**config.mk**
```make
export PLATFORM = sky130hd
export DESIGN_NAME = pc_fetch_ctrl
export DESIGN_NICKNAME = d
export VERILOG_FILES = /design/src/rtl/pc_fetch_ctrl_pkg.sv /design/src/rtl/pc_increment.sv /design/src/rtl/pc_fetch_ctrl.sv
export SDC_FILE = /design/constraint.sdc
export NUM_CORES = 1
export LEC_CHECK = 0
export ABC_AREA = 1
export BUFFER_PORTS_ARGS = -buffer_cell sky130_fd_sc_hd__buf_2
export CORE_AREA = 2 2 98 100
export CTS_BUF_LIST = sky130_fd_sc_hd__clkbuf_2 sky130_fd_sc_hd__clkbuf_4 sky130_fd_sc_hd__clkbuf_8
export CTS_CLUSTER_DIAMETER = 150
export DETAILED_ROUTE_END_ITERATION = 6
export DIE_AREA = 0 0 100 102
export GPL_ROUTABILITY_DRIVEN = 0
export HOLD_SLACK_MARGIN = 0.1
export PLACE_DENSITY_LB_ADDON = 0.12
export SYNTH_ARGS = -nofsm -noshare
export SYNTH_HDL_FRONTEND = slang
export SYNTH_SLANG_ARGS = --single-unit
```
**constraint.sdc**
```tcl
create_clock -name clk -period 1.95 [get_ports clk]
set_input_delay 0.585 -clock clk [delete_from_list [all_inputs] [get_ports clk]]
set_output_delay 0.585 -clock clk [all_outputs]
set_load 0.02 [all_outputs]
```
**src/rtl/pc_fetch_ctrl_pkg.sv**
```systemverilog
// Shared core definitions for the fetch-stage PC controller: FSM states,
// default reset vector and target alignment.
package pc_fetch_ctrl_pkg;

    typedef enum logic [1:0] {
        IDLE  = 2'd0,
        FETCH = 2'd1,
        MISS  = 2'd2,
        DRAIN = 2'd3
    } fetch_state_e;

    localparam logic [31:0] DEFAULT_RESET_VECTOR = 32'h0000_0000;

    // Instructions are word aligned, so any loaded target drops its low two bits
    function automatic logic [31:0] align_target(input logic [31:0] target);
        return {target[31:2], 2'b00};
    endfunction

endpackage

```
**src/rtl/pc_increment.sv**
```systemverilog
// Sequential-PC adder: produces PC+4 with 32-bit wraparound.
module pc_increment (
    input  logic [31:0] pc,
    output logic [31:0] pc_plus4
);

    assign pc_plus4 = pc + 32'd4;

endmodule

```
**src/rtl/pc_fetch_ctrl.sv**
```systemverilog
// Fetch-stage PC controller: owns PCF, talks to the instruction cache and
// holds a redirect target while an outstanding cache request drains.
module pc_fetch_ctrl
    import pc_fetch_ctrl_pkg::*;
#(
    parameter logic [31:0] RESET_VECTOR = DEFAULT_RESET_VECTOR
) (
    input  logic        clk,
    input  logic        rst_n,
    input  logic        StallD,
    input  logic        RedirectE,
    input  logic [31:0] PCTargetE,
    input  logic        ICacheReady,
    output logic        ICacheReq,
    output logic [31:0] ICacheAddr,
    output logic [31:0] PCF,
    output logic [31:0] PCPlus4F,
    output logic        FetchValid,
    output logic        FetchStall
);

    fetch_state_e state, state_next;
    logic [31:0]  pcf, pcf_next;
    logic [31:0]  pending, pending_next;
    logic [31:0]  pc_plus4;

    pc_increment u_pc_increment (
        .pc       (pcf),
        .pc_plus4 (pc_plus4)
    );

    always_ff @(posedge clk) begin
        if (!rst_n) begin
            state   <= IDLE;
            pcf     <= RESET_VECTOR;
            pending <= RESET_VECTOR;
        end else begin
            state   <= state_next;
            pcf     <= pcf_next;
            pending <= pending_next;
        end
    end

    // The request stays on the old PC during DRAIN; the redirect only lands
    // once that request has returned, so a late reply cannot be misattributed.
    always_comb begin
        state_next   = state;
        pcf_next     = pcf;
        pending_next = pending;
        ICacheReq    = 1'b0;
        FetchValid   = 1'b0;
        FetchStall   = 1'b0;
        case (state)
            IDLE: begin
                state_next = FETCH;
            end
            FETCH, MISS: begin
                ICacheReq = 1'b1;
                if (ICacheReady) begin
                    FetchValid = ~RedirectE;
                    state_next = FETCH;
                    if (RedirectE)
                        pcf_next = align_target(PCTargetE);
                    else if (!StallD)
                        pcf_next = pc_plus4;
                end else begin
                    FetchStall = 1'b1;
                    if (RedirectE) begin
                        pending_next = align_target(PCTargetE);
                        state_next   = DRAIN;
                    end else begin
                        state_next   = MISS;
                    end
                end
            end
            DRAIN: begin
                ICacheReq  = 1'b1;
                FetchStall = 1'b1;
                if (ICacheReady) begin
                    state_next = FETCH;
                    pcf_next   = RedirectE ? align_target(PCTargetE) : pending;
                end else if (RedirectE) begin
                    pending_next = align_target(PCTargetE);
                end
            end
            default: begin
                state_next = IDLE;
            end
        endcase
    end

    assign PCF        = pcf;
    assign ICacheAddr = pcf;
    assign PCPlus4F   = pc_plus4;

endmodule
```
==> flow_metrics.py, run 1 <==
metrics = {
    "outcome": {
        "outcome": "finished, violations left",
        "violations": "negative setup slack",
    },
    "sta": {
        "rsz0062_at_grt": "yes",
        "min_period_ns": 2.44,
        "max_slew_margin_pct": 67.2,
        "finalSetupViolCount": 30,
        "finalWorstSetupSlack_ns": -0.487,
        "min_period_over_period_pct": 125,
        "tightest_slew_ns": 0.489,
        "final_max_slew_viol_count": 0,
        "fmax_mhz": 410,
        "final_hold_viol_count": 0,
        "finalClockSkew_ns": 0.0147,
    },
    "clock_tree": {
        "clkSinkCount": 66,
        "clock_path_buffers": 2,
        "clk_pin_slew_worst_paths_ns": 0.08,
        "worstSkewPairLatency_ns": 0.36,
        "ctsHoldBuffers": 0,
        "cts_tree": "done",
        "cts-htree-levels": 3,
        "numCtsBuffers": 9,
        "cts_root_buf": "clkbuf_8",
    },
    "yosys": {
        "syn_area_mm2": 0.00401,
        "ys_async_sr_fraction_pct": 0,
        "syn_avg_cell_area_um2": 6.52,
        "ys_seq_area_share_pct": 32.9,
        "synth_cell_types": 32,
        "yosysWarnings": 0,
        "synthFlopType": "dfxtp_1",
        "synth_edf_count": 0,
        "synthCells": 615,
        "ys_seq_elements": 66,
        "syn-num-nets": 655,
    },
    "cells_and_area": {
        "nFillCells": 757,
        "synthToLayoutAreaGrowth_pct": 56.9,
        "diodes": 0,
        "multi_input_area_mm2": 0.00256,
        "seqCellArea_mm2": 0.00135,
        "final_cells": 931,
        "drive_gt1_share_pct": 45.2,
        "nNetsFinal": 855,
        "postLayoutCellArea_mm2": 0.00630,
        "final_cell_mix": "129 x nand2_1, 103 x nor2_1, 103 x buf_2",
        "layout_commonest_cell": "nand2_1",
    },
    "power_and_ir_drop": {
        "p_per_area_mw_per_mm2": 709,
        "fin_total_pwr_mw": 4.46,
        "ir_drop_v": 0.000397,
        "power_leakage_nw": 2.93,
    },
    "floorplanning": {
        "fp.dieW_um": 100,
        "core_area_mm2": 0.00911,
        "dieArea_mm2": 0.0102,
        "die_h_um": 102,
        "start_util_pct": 44.1,
        "rows": 35,
        "ioPinCount": 136,
    },
    "drt": {
        "routedWlPerCell_um": 16.1,
        "num_vias": 4906,
        "vias_per_cell": 5.27,
        "first_pass_iters": 6,
        "routed_wl_um": 15000,
        "drtAntennaViolNets": 0,
        "drc": 0,
        "drt-initial-drc-count": 287,
    },
    "place": {
        "dp_cells": 863,
        "port_buffers": 133,
        "pre_cts_ws_ns": -0.106,
        "placed_area_mm2": 0.00505,
        "hpwlAfterDp_um": 9150,
    },
    "worst_setup_path": {
        "required_ns": 1.36,
        "setup.worst_path.end_class": "primary output",
        "crit_type": "reg2out",
        "worstPathArrival_ns": 1.85,
        "worstSetupStartpointType": "flip-flop",
        "path_max_fanout": 4,
    },
    "global_route": {
        "grt_pass1_vias": 4272,
        "grt_pass1_wl_um": 21400,
        "antenna_found_initial": 0,
        "grtUsageTotal_pct": 26.7,
        "grt_overflow": 0,
        "grt_max_degree": 41,
    },
    "flow_run": {
        "maxCapViolCount": 0,
    },
    "worst_hold_path": {
        "min_path_type": "reg2reg",
    },
}
-- critical path: stages, from the launching register on --
cell	delay [ns]
dfxtp_4	0.37
ha_4	0.17
nand2_4	0.06
nor2_4	0.15
buf_6	0.12
nand2_4	0.05
nor2_4	0.18
nand3b_1	0.13
nand2_2	0.13
buf_6	0.12
-- per-layer routing --
metal,vias up,GRT usage (%),wire (um)
met1,2263,37.0,6280
met2,242,43.7,7180
met4,0,7.69,428
met5,-,0,0
li1,2358,-,-
met3,43,3.76,1130
-- cell families (layout without fill, tap and decap cells) --
kind of cell               count (synthesis)  count (layout)  share of synthesized area, %
and+or+nand+nor                          307             307                          32.0
AOI/OAI and AO/OA                        129             129                          17.6
buffers and inverters                     95             300                          12.5
DFF                                       66              66                          32.9
xor gates and xnor gates                  15              15                          4.02
adders and majority gates                  3               3                         0.936
-- synth_stat cells (2+ instances only) --
cell type	count	share of area [%]
xnor2_1	5	1.1
nand2_1	151	14
nand3_1	13	1.6
a31oi_1	7	1.1
nand2_2	2	0.31
o21ai_0	68	8.5
a211oi_1	14	2.6
buf_4	34	6.4
clkbuf_1	18	1.7
ha_1	3	0.94
nand3b_1	6	1.1
buf_2	10	1.2
xor2_2	4	1.6
clkinv_1	2	0.19
a21oi_1	36	4.5
nor2_4	8	2.2
xor2_1	6	1.3
nor2_1	117	11
inv_1	27	2.5
inv_2	2	0.19
nand4_1	2	0.31
and2_1	4	0.62
nor3_1	2	0.25
dfxtp_1	66	33
-- metrics by stage --
stage | hold slack [ns] | util, % | TNS (ns)
floorplan | 0.415 | - | 0
global placement | 0.421 | 55.4 | -0.357
detailed placement | 0.436 | 55.4 | -0.367
CTS | 0.448 | 64.7 | -8.55
global route | 0.462 | 69.1 | -11.96
finish | 0.440 | 69.1 | -9.87
-- where the power goes --
| group | leakage [nW] | internal (mW) | switching [mW] | total [mW] |
|---|---|---|---|---|
| clock | 0.105 | 0.717 | 0.599 | 1.32 |
| combinational | 2.27 | 0.687 | 0.888 | 1.57 |
| sequential | 0.548 | 1.47 | 0.107 | 1.57 |
| total | 2.93 | 2.87 | 1.59 | 4.46 |
-- layout make-up --
class,count,share of cell area [%]
Clock inverter,7,1.49
Sequential cell,66,21.4
Inverter,31,1.97
Multi-Input combinational cell,454,40.7
Timing Repair Buffer,253,30.2
Tap cell,111,2.21
Clock buffer,9,1.97
-- final timing paths --
check / start / endpoint / slack [ns] / cells after the start
worst max-delay path: ICacheAddr[3] / PCPlus4F[20] / -0.49 / 9
worst max register to register: ICacheAddr[4] / ICacheAddr[21] / -0.17 / 16
worst min-delay path: pending[1] / pending[1] / 0.44 / 2
worst min register to register: pending[1] / pending[1] / 0.44 / 2
-- flip-flops by register name, summed over array words and instances (netlist names) --
register    count
ICacheAddr     32
pending        32
state           2
-- timing repair --
| item | 4_1_cts | 5_1_grt |
|---|---|---|
| gates cloned | 0 | 2 |
| pin swaps | 33 | 36 |
| endpoints found under the setup margin | 30 | 37 |
| resized for setup | 97 | 71 |
| buffers inserted | 41 | 25 |
Note: power is estimated with default switching activity, not from simulation.
==> run 2, diff against run 1 <==
--- a/config.mk
+++ b/config.mk
@@ -5,13 +5,12 @@
 export SDC_FILE = /design/constraint.sdc
 export NUM_CORES = 1
 export LEC_CHECK = 0
-export ABC_AREA = 1
 export BUFFER_PORTS_ARGS = -buffer_cell sky130_fd_sc_hd__buf_2
-export CORE_AREA = 2 2 98 100
+export CORE_AREA = 2 2 100 102
 export CTS_BUF_LIST = sky130_fd_sc_hd__clkbuf_2 sky130_fd_sc_hd__clkbuf_4 sky130_fd_sc_hd__clkbuf_8
 export CTS_CLUSTER_DIAMETER = 150
 export DETAILED_ROUTE_END_ITERATION = 6
-export DIE_AREA = 0 0 100 102
+export DIE_AREA = 0 0 102 104
 export GPL_ROUTABILITY_DRIVEN = 0
 export HOLD_SLACK_MARGIN = 0.1
 export PLACE_DENSITY_LB_ADDON = 0.12
==> run 2 against run 1 <==
- the run still ends with negative setup slack left
- final cell count is 2.9% lower
- critical path type unchanged
- maximum frequency is 7.3% lower
- largest cell class unchanged
- final area grew 2.2%
- area after synthesis grew 4.4%
- combinational power decreased by 34%
- sequential power decreased by 6%
- synthesized cell count is 7.0% lower
==> flow_metrics.py, run 2 <==
metrics = {
    "outcome": {
        "outcome": "finished, violations left",
        "violations": "negative setup slack",
    },
    "drt": {
        "routed_wl_um": 14700,
        "first_pass_iters": 5,
        "drtAntennaViolNets": 0,
        "routedWlPerCell_um": 16.3,
        "vias_per_cell": 5.40,
        "drc": 0,
        "drt-initial-drc-count": 266,
        "num_vias": 4882,
    },
    "place": {
        "port_buffers": 133,
        "placed_area_mm2": 0.00569,
        "hpwlAfterDp_um": 10200,
    },
    "worst_setup_path": {
        "setup.worst_path.end_class": "primary output",
        "path_max_fanout": 8,
        "crit_type": "reg2out",
        "required_ns": 1.36,
        "crit_path_top_delay_cell": "dfxtp_4",
        "worstPathArrival_ns": 2.04,
        "r2r-start": "ICacheAddr[3]",
        "crit_path_max_incr_delay_ns": 0.36,
        "crit_path_frequent_cell": "buf_4",
        "crit_start": "ICacheAddr[2]",
        "cp_cell_sequence": "buf_4 -> nand4_2 -> nor4_4 -> buf_4 -> nand2_2 -> nor2_4 -> xor2_2 -> buf_4",
        "worstSetupStartpointType": "flip-flop",
    },
    "sta": {
        "finalSetupViolCount": 26,
        "fmax_mhz": 380,
        "min_period_over_period_pct": 135,
        "final_max_slew_viol_count": 0,
        "min_period_ns": 2.63,
        "finalWorstSetupSlack_ns": -0.679,
        "max_slew_margin_pct": 74.8,
        "tightest_slew_ns": 0.376,
        "final_hold_viol_count": 0,
        "rsz0062_at_grt": "yes",
        "finalClockSkew_ns": 0.0119,
    },
    "yosys": {
        "ys_async_sr_fraction_pct": 0,
        "synth_commonest_cells": "122 x nand2_1, 66 x dfxtp_1, 58 x a21oi_1, 36 x o21ai_0, 35 x buf_4",
        "syn_area_mm2": 0.00419,
        "syn_avg_cell_area_um2": 7.32,
        "ys_seq_area_share_pct": 31.6,
        "yosysWarnings": 0,
        "synth_top_area_share_pct": 31.6,
        "yosysMostFrequentCell": "nand2_1",
        "synth_area_leaders": "dfxtp_1 32%, nand2_1 11%, a21oi_1 6.9%",
        "ys_seq_elements": 66,
        "synthFlopType": "dfxtp_1",
        "synth.largest_area_cell": "dfxtp_1",
        "synth_cell_types": 58,
        "syn-num-nets": 612,
        "synth_edf_count": 0,
        "synthCells": 572,
    },
    "power_and_ir_drop": {
        "power.switching_mw": 1.26,
        "switching_share_pct": 32.7,
        "seqPwrFrac_pct": 38.1,
        "intPower_mw": 2.59,
        "fin_total_pwr_mw": 3.85,
        "p_per_area_mw_per_mm2": 598,
        "power_leakage_nw": 2.99,
        "combinationalPowerShare_pct": 26.6,
        "ir_drop_v": 0.000367,
        "clkPwrFrac_pct": 35.3,
    },
    "flow_run": {
        "maxCapViolCount": 0,
    },
    "cells_and_area": {
        "synthToLayoutAreaGrowth_pct": 53.7,
        "diodes": 0,
        "final_cell_mix": "138 x buf_4, 117 x nand2_1, 103 x buf_2",
        "nNetsFinal": 806,
        "drive_gt1_share_pct": 49.0,
        "layout_commonest_cell": "buf_4",
        "postLayoutCellArea_mm2": 0.00644,
    },
    "floorplanning": {
        "core_area_mm2": 0.00955,
        "rows": 36,
        "fp.dieW_um": 102,
        "dieArea_mm2": 0.0106,
        "start_util_pct": 43.9,
        "ioPinCount": 136,
        "die_h_um": 104,
    },
    "worst_hold_path": {
        "min_path_type": "reg2reg",
        "hp-start": "pending[21]",
    },
    "clock_tree": {
        "clkSinkCount": 66,
        "clock_path_buffers": 2,
        "cts_root_buf": "clkbuf_8",
        "numCtsBuffers": 9,
        "cts_tree": "done",
        "ctsHoldBuffers": 0,
        "clk_pin_slew_worst_paths_ns": 0.08,
        "cts-htree-levels": 3,
        "worstSkewPairLatency_ns": 0.36,
    },
    "global_route": {
        "antenna_found_initial": 0,
        "grt_pass1_vias": 4518,
        "grtUsageTotal_pct": 27.2,
        "grt_overflow": 0,
        "grt_max_degree": 29,
        "grt_pass1_wl_um": 22600,
    },
}
==> run 2: changes by cell type after synthesis, sizes merged, moves of 7 or more <==
cell and change:
nor2 -97, nand2 -32, o21ai -32, a21oi +23, inv -18, and3 +16
a211oi -14, clkbuf +12, xnor2 +12, nor3 +11, nand4 +9, o22ai +8
nor4 +7
==> run 2: per-layer routing <==
metal | vias up | wire length [um] | global-route usage (%)
met5 | - | 0 | 0
met2 | 187 | 7180 | 44.4
met3 | 21 | 975 | 4.77
met1 | 2320 | 6290 | 35.9
met4 | 0 | 255 | 9.33
li1 | 2354 | - | -
==> run 2: repair_timing <==
| item | 4_1_cts | 5_1_grt |
|---|---|---|
| endpoints found under the hold margin | 0 | 0 |
| gates resized for setup | 76 | 26 |
| pin swaps | 22 | 19 |
| endpoints found under the setup margin | 33 | 47 |
| buffers inserted | 15 | 10 |
==> run 2: final cells by class <==
class	count	area, um^2
Fill cell	852	3110
Multi-Input combinational cell	417	2840
Timing Repair Buffer	260	1770
Sequential cell	66	1380
Tap cell	133	166
Clock buffer	10	138
Clock inverter	6	88.8
Inverter	12	48.8
==> run 2: logic make-up after synthesis <==
kind of cell | count (synthesis) | synth area share, %
fa+ha+maj | 3 | 0.896
mux | 5 | 1.22
flops | 66 | 31.6
simple gates | 229 | 26.6
xor+xnor | 28 | 6.04
buf+inv | 89 | 11.5
compound gates | 152 | 22.2
==> run 2: worst paths after layout <==
| kind | endpoint | slack [ns] | cells past startpoint |
|---|---|---|---|
| max reg2reg | ICacheAddr[8] | 0.01 | 10 |
| min | pending[21] | 0.45 | 2 |
| max | PCPlus4F[27] | -0.68 | 8 |
| min reg2reg | pending[21] | 0.45 | 2 |
==> run 2: per-stage QoR <==
stage	util [%]	cells	hold WS (ns)	setup WS, ns	TNS (ns)
floorplan	-	572	0.432	-0.504	-3.85
global placement	59.6	868	0.438	-0.357	-4.86
detailed placement	59.6	868	0.444	-0.367	-5.30
CTS	66.0	899	0.456	-0.744	-14.45
global route	67.4	904	0.464	-0.771	-16.10
finish	67.4	904	0.454	-0.679	-13.51
==> run 2: power by group through the flow <==
stage / clock, mW / combinational (mW) / sequential, mW
finish: 1.36 / 1.03 / 1.47
global route: 1.44 / 1.10 / 1.48
CTS: 1.38 / 1.00 / 1.47
detailed placement: 0 / 0.935 / 1.50
global placement: 0 / 0.923 / 1.49
floorplan: 0 / 0.525 / 1.58
==> run 2: critical path: cells and delay by family, from the launching register on <==
kind          cells  cell delay, ns
flops             1            0.36
buf+inv           3            0.52
simple gates      4            0.68
xor+xnor          1            0.13
==> run 3, diff against run 2 <==
--- a/config.mk
+++ b/config.mk
@@ -7,7 +7,7 @@
 export LEC_CHECK = 0
 export BUFFER_PORTS_ARGS = -buffer_cell sky130_fd_sc_hd__buf_2
 export CORE_AREA = 2 2 100 102
-export CTS_BUF_LIST = sky130_fd_sc_hd__clkbuf_2 sky130_fd_sc_hd__clkbuf_4 sky130_fd_sc_hd__clkbuf_8
+export CTS_BUF_LIST = sky130_fd_sc_hd__clkbuf_16
 export CTS_CLUSTER_DIAMETER = 150
 export DETAILED_ROUTE_END_ITERATION = 6
 export DIE_AREA = 0 0 102 104
==> run 3 against run 2 <==
- critical path depth shrank 1
- wire length shrank 0.88%
- die area is the same
- non-clock buffer count is the same
- the run still ends with negative setup slack left
- largest power group is now the clock network
==> flow_metrics.py, run 3 (synthesis results as in run 2) <==
metrics = {
    "drt": {
        "routedWlPerCell_um": 16.1,
        "drt-initial-drc-count": 253,
        "num_vias": 4855,
        "first_pass_iters": 5,
        "routed_wl_um": 14600,
        "drtAntennaViolNets": 0,
        "drc": 0,
        "vias_per_cell": 5.37,
    },
    "worst_setup_path": {
        "timing.rr.end": "ICacheAddr[13]",
        "r2r-start": "ICacheAddr[2]",
        "worstPathArrival_ns": 2.02,
        "reg2reg_depth": 9,
        "worstSetupStartpointType": "flip-flop",
        "crit_type": "reg2out",
        "required_ns": 1.36,
        "path_max_fanout": 4,
        "crit_start": "ICacheAddr[2]",
        "endpoint": "PCPlus4F[26]",
        "r2r_slack_ns": 0.01,
        "setup.worst_path.end_class": "primary output",
    },
    "power_and_ir_drop": {
        "p_per_area_mw_per_mm2": 654,
        "power_leakage_nw": 3.01,
        "power.switching_mw": 1.31,
        "switching_share_pct": 30.7,
        "ir_drop_v": 0.000457,
        "clkPwrFrac_pct": 41.4,
        "combinationalPowerShare_pct": 24.0,
        "intPower_mw": 2.95,
        "seqPwrFrac_pct": 34.5,
    },
    "sta": {
        "final_max_slew_viol_count": 0,
        "tightest_slew_ns": 0.372,
        "rsz0062_at_grt": "yes",
        "min_period_ns": 2.60,
        "finalClockSkew_ns": 0.00687,
        "finalWorstSetupSlack_ns": -0.652,
        "finalSetupViolCount": 26,
        "final_hold_viol_count": 0,
        "fmax_mhz": 384,
        "min_period_over_period_pct": 133,
        "tns_ns": -12.94,
        "hold_slack_ns": 0.453,
        "max_slew_margin_pct": 75.0,
    },
    "cells_and_area": {
        "final_cell_mix": "139 x buf_4, 117 x nand2_1, 103 x buf_2",
        "final_core_util_pct": 68.2,
        "diodes": 0,
        "nNetsFinal": 806,
        "final_cells": 904,
        "layout_commonest_cell": "buf_4",
        "synthToLayoutAreaGrowth_pct": 55.6,
        "drive_gt1_share_pct": 48.9,
    },
    "floorplanning": {
        "dieArea_mm2": 0.0106,
        "core_area_mm2": 0.00955,
        "start_util_pct": 43.9,
        "ioPinCount": 136,
        "die_h_um": 104,
        "fp.dieW_um": 102,
        "rows": 36,
    },
    "outcome": {
        "outcome": "finished, violations left",
        "violations": "negative setup slack",
    },
    "global_route": {
        "grt_overflow": 0,
        "grt_pass1_vias": 4540,
        "grt_pass1_wl_um": 22700,
        "grt_max_degree": 29,
        "grtUsageTotal_pct": 27.2,
        "antenna_found_initial": 0,
    },
    "place": {
        "hpwlAfterDp_um": 10200,
        "pre_cts_ws_ns": -0.367,
        "dp_cells": 868,
        "port_buffers": 133,
    },
    "clock_tree": {
        "clk_pin_slew_worst_paths_ns": 0.06,
        "clkSinkCount": 66,
        "worstSkewPairLatency_ns": 0.34,
        "numCtsBuffers": 9,
        "cts-htree-levels": 3,
        "ctsHoldBuffers": 0,
        "cts_tree": "done",
        "clock_path_buffers": 2,
        "cts_root_buf": "clkbuf_16",
    },
    "flow_run": {
        "maxCapViolCount": 0,
    },
    "worst_hold_path": {
        "min_path_type": "reg2reg",
    },
}
[run 3: cell types whose count changed in the layout (fill, tap and decap cells not counted)]
| cell | previous run | this run |
|---|---|---|
| and4_2 | 1 | 0 |
| clkbuf_8 | 10 | 0 |
| clkinv_1 | 1 | 2 |
| nor2_2 | 2 | 3 |
| nand2_2 | 2 | 3 |
| and4_4 | 1 | 2 |
| nor2_4 | 4 | 3 |
| nand2_4 | 3 | 2 |
| buf_6 | 18 | 17 |
| buf_4 | 138 | 139 |
| clkbuf_16 | 0 | 9 |
[run 3: stage by stage]
| step | power, mW | instance area [um^2] |
|---|---|---|
| after floorplan | 2.10 | 4510 |
| after global placement | 2.42 | 5690 |
| after detailed placement | 2.43 | 5690 |
| after CTS | 4.26 | 6370 |
| after global routing | 4.42 | 6520 |
| final | 4.26 | 6520 |
[run 3: how the worst min path moves through the flow]
stage / startpoint / slack [ns] / endpoint / depth (start not counted)
CTS: pending[13] / 0.45 / pending[13] / 2
global placement: pending[13] / 0.44 / pending[13] / 2
finish: pending[21] / 0.45 / pending[21] / 2
floorplan: pending[13] / 0.43 / pending[13] / 2
global route: pending[17] / 0.47 / pending[17] / 2
detailed placement: pending[14] / 0.44 / pending[14] / 2
[run 3: cell type report]
class,count,area [um^2]
Tap cell,133,166
Fill cell,845,3030
Clock buffer,9,225
Multi-Input combinational cell,417,2830
Timing Repair Buffer,260,1770
Inverter,12,48.8
Sequential cell,66,1380
Clock inverter,7,92.6
[run 3: routing by layer]
metal,routed length [um],vias to the layer above,GRT usage (%)
met3,853,21,4.77
met1,6250,2301,36.0
met4,262,0,8.48
li1,-,2359,-
met5,0,-,0
met2,7200,174,44.7
[run 3: what timing repair did]
action | 4_1_cts | 5_1_grt
resized for setup | 69 | 30
pin swaps | 21 | 20
buffers inserted | 15 | 10
setup endpoints to repair | 33 | 56
[run 3: worst max-delay path, stage by stage, from the launching register on]
cell and delay, ns:
dfxtp_4 0.35, ha_4 0.15, nand3_4 0.07, or3_4 0.37
nor3_4 0.21, and3_4 0.27, xor2_4 0.13, buf_6 0.13
[run 3: power by group through the flow]
stage                     Combinational, mW  Sequential, mW  Clock (mW)
after floorplan                       0.525            1.58           0
after global placement                0.923            1.49           0
after detailed placement              0.935            1.50           0
after CTS                              1.00            1.47        1.79
after global routing                   1.10            1.48        1.84
final                                  1.02            1.47        1.77
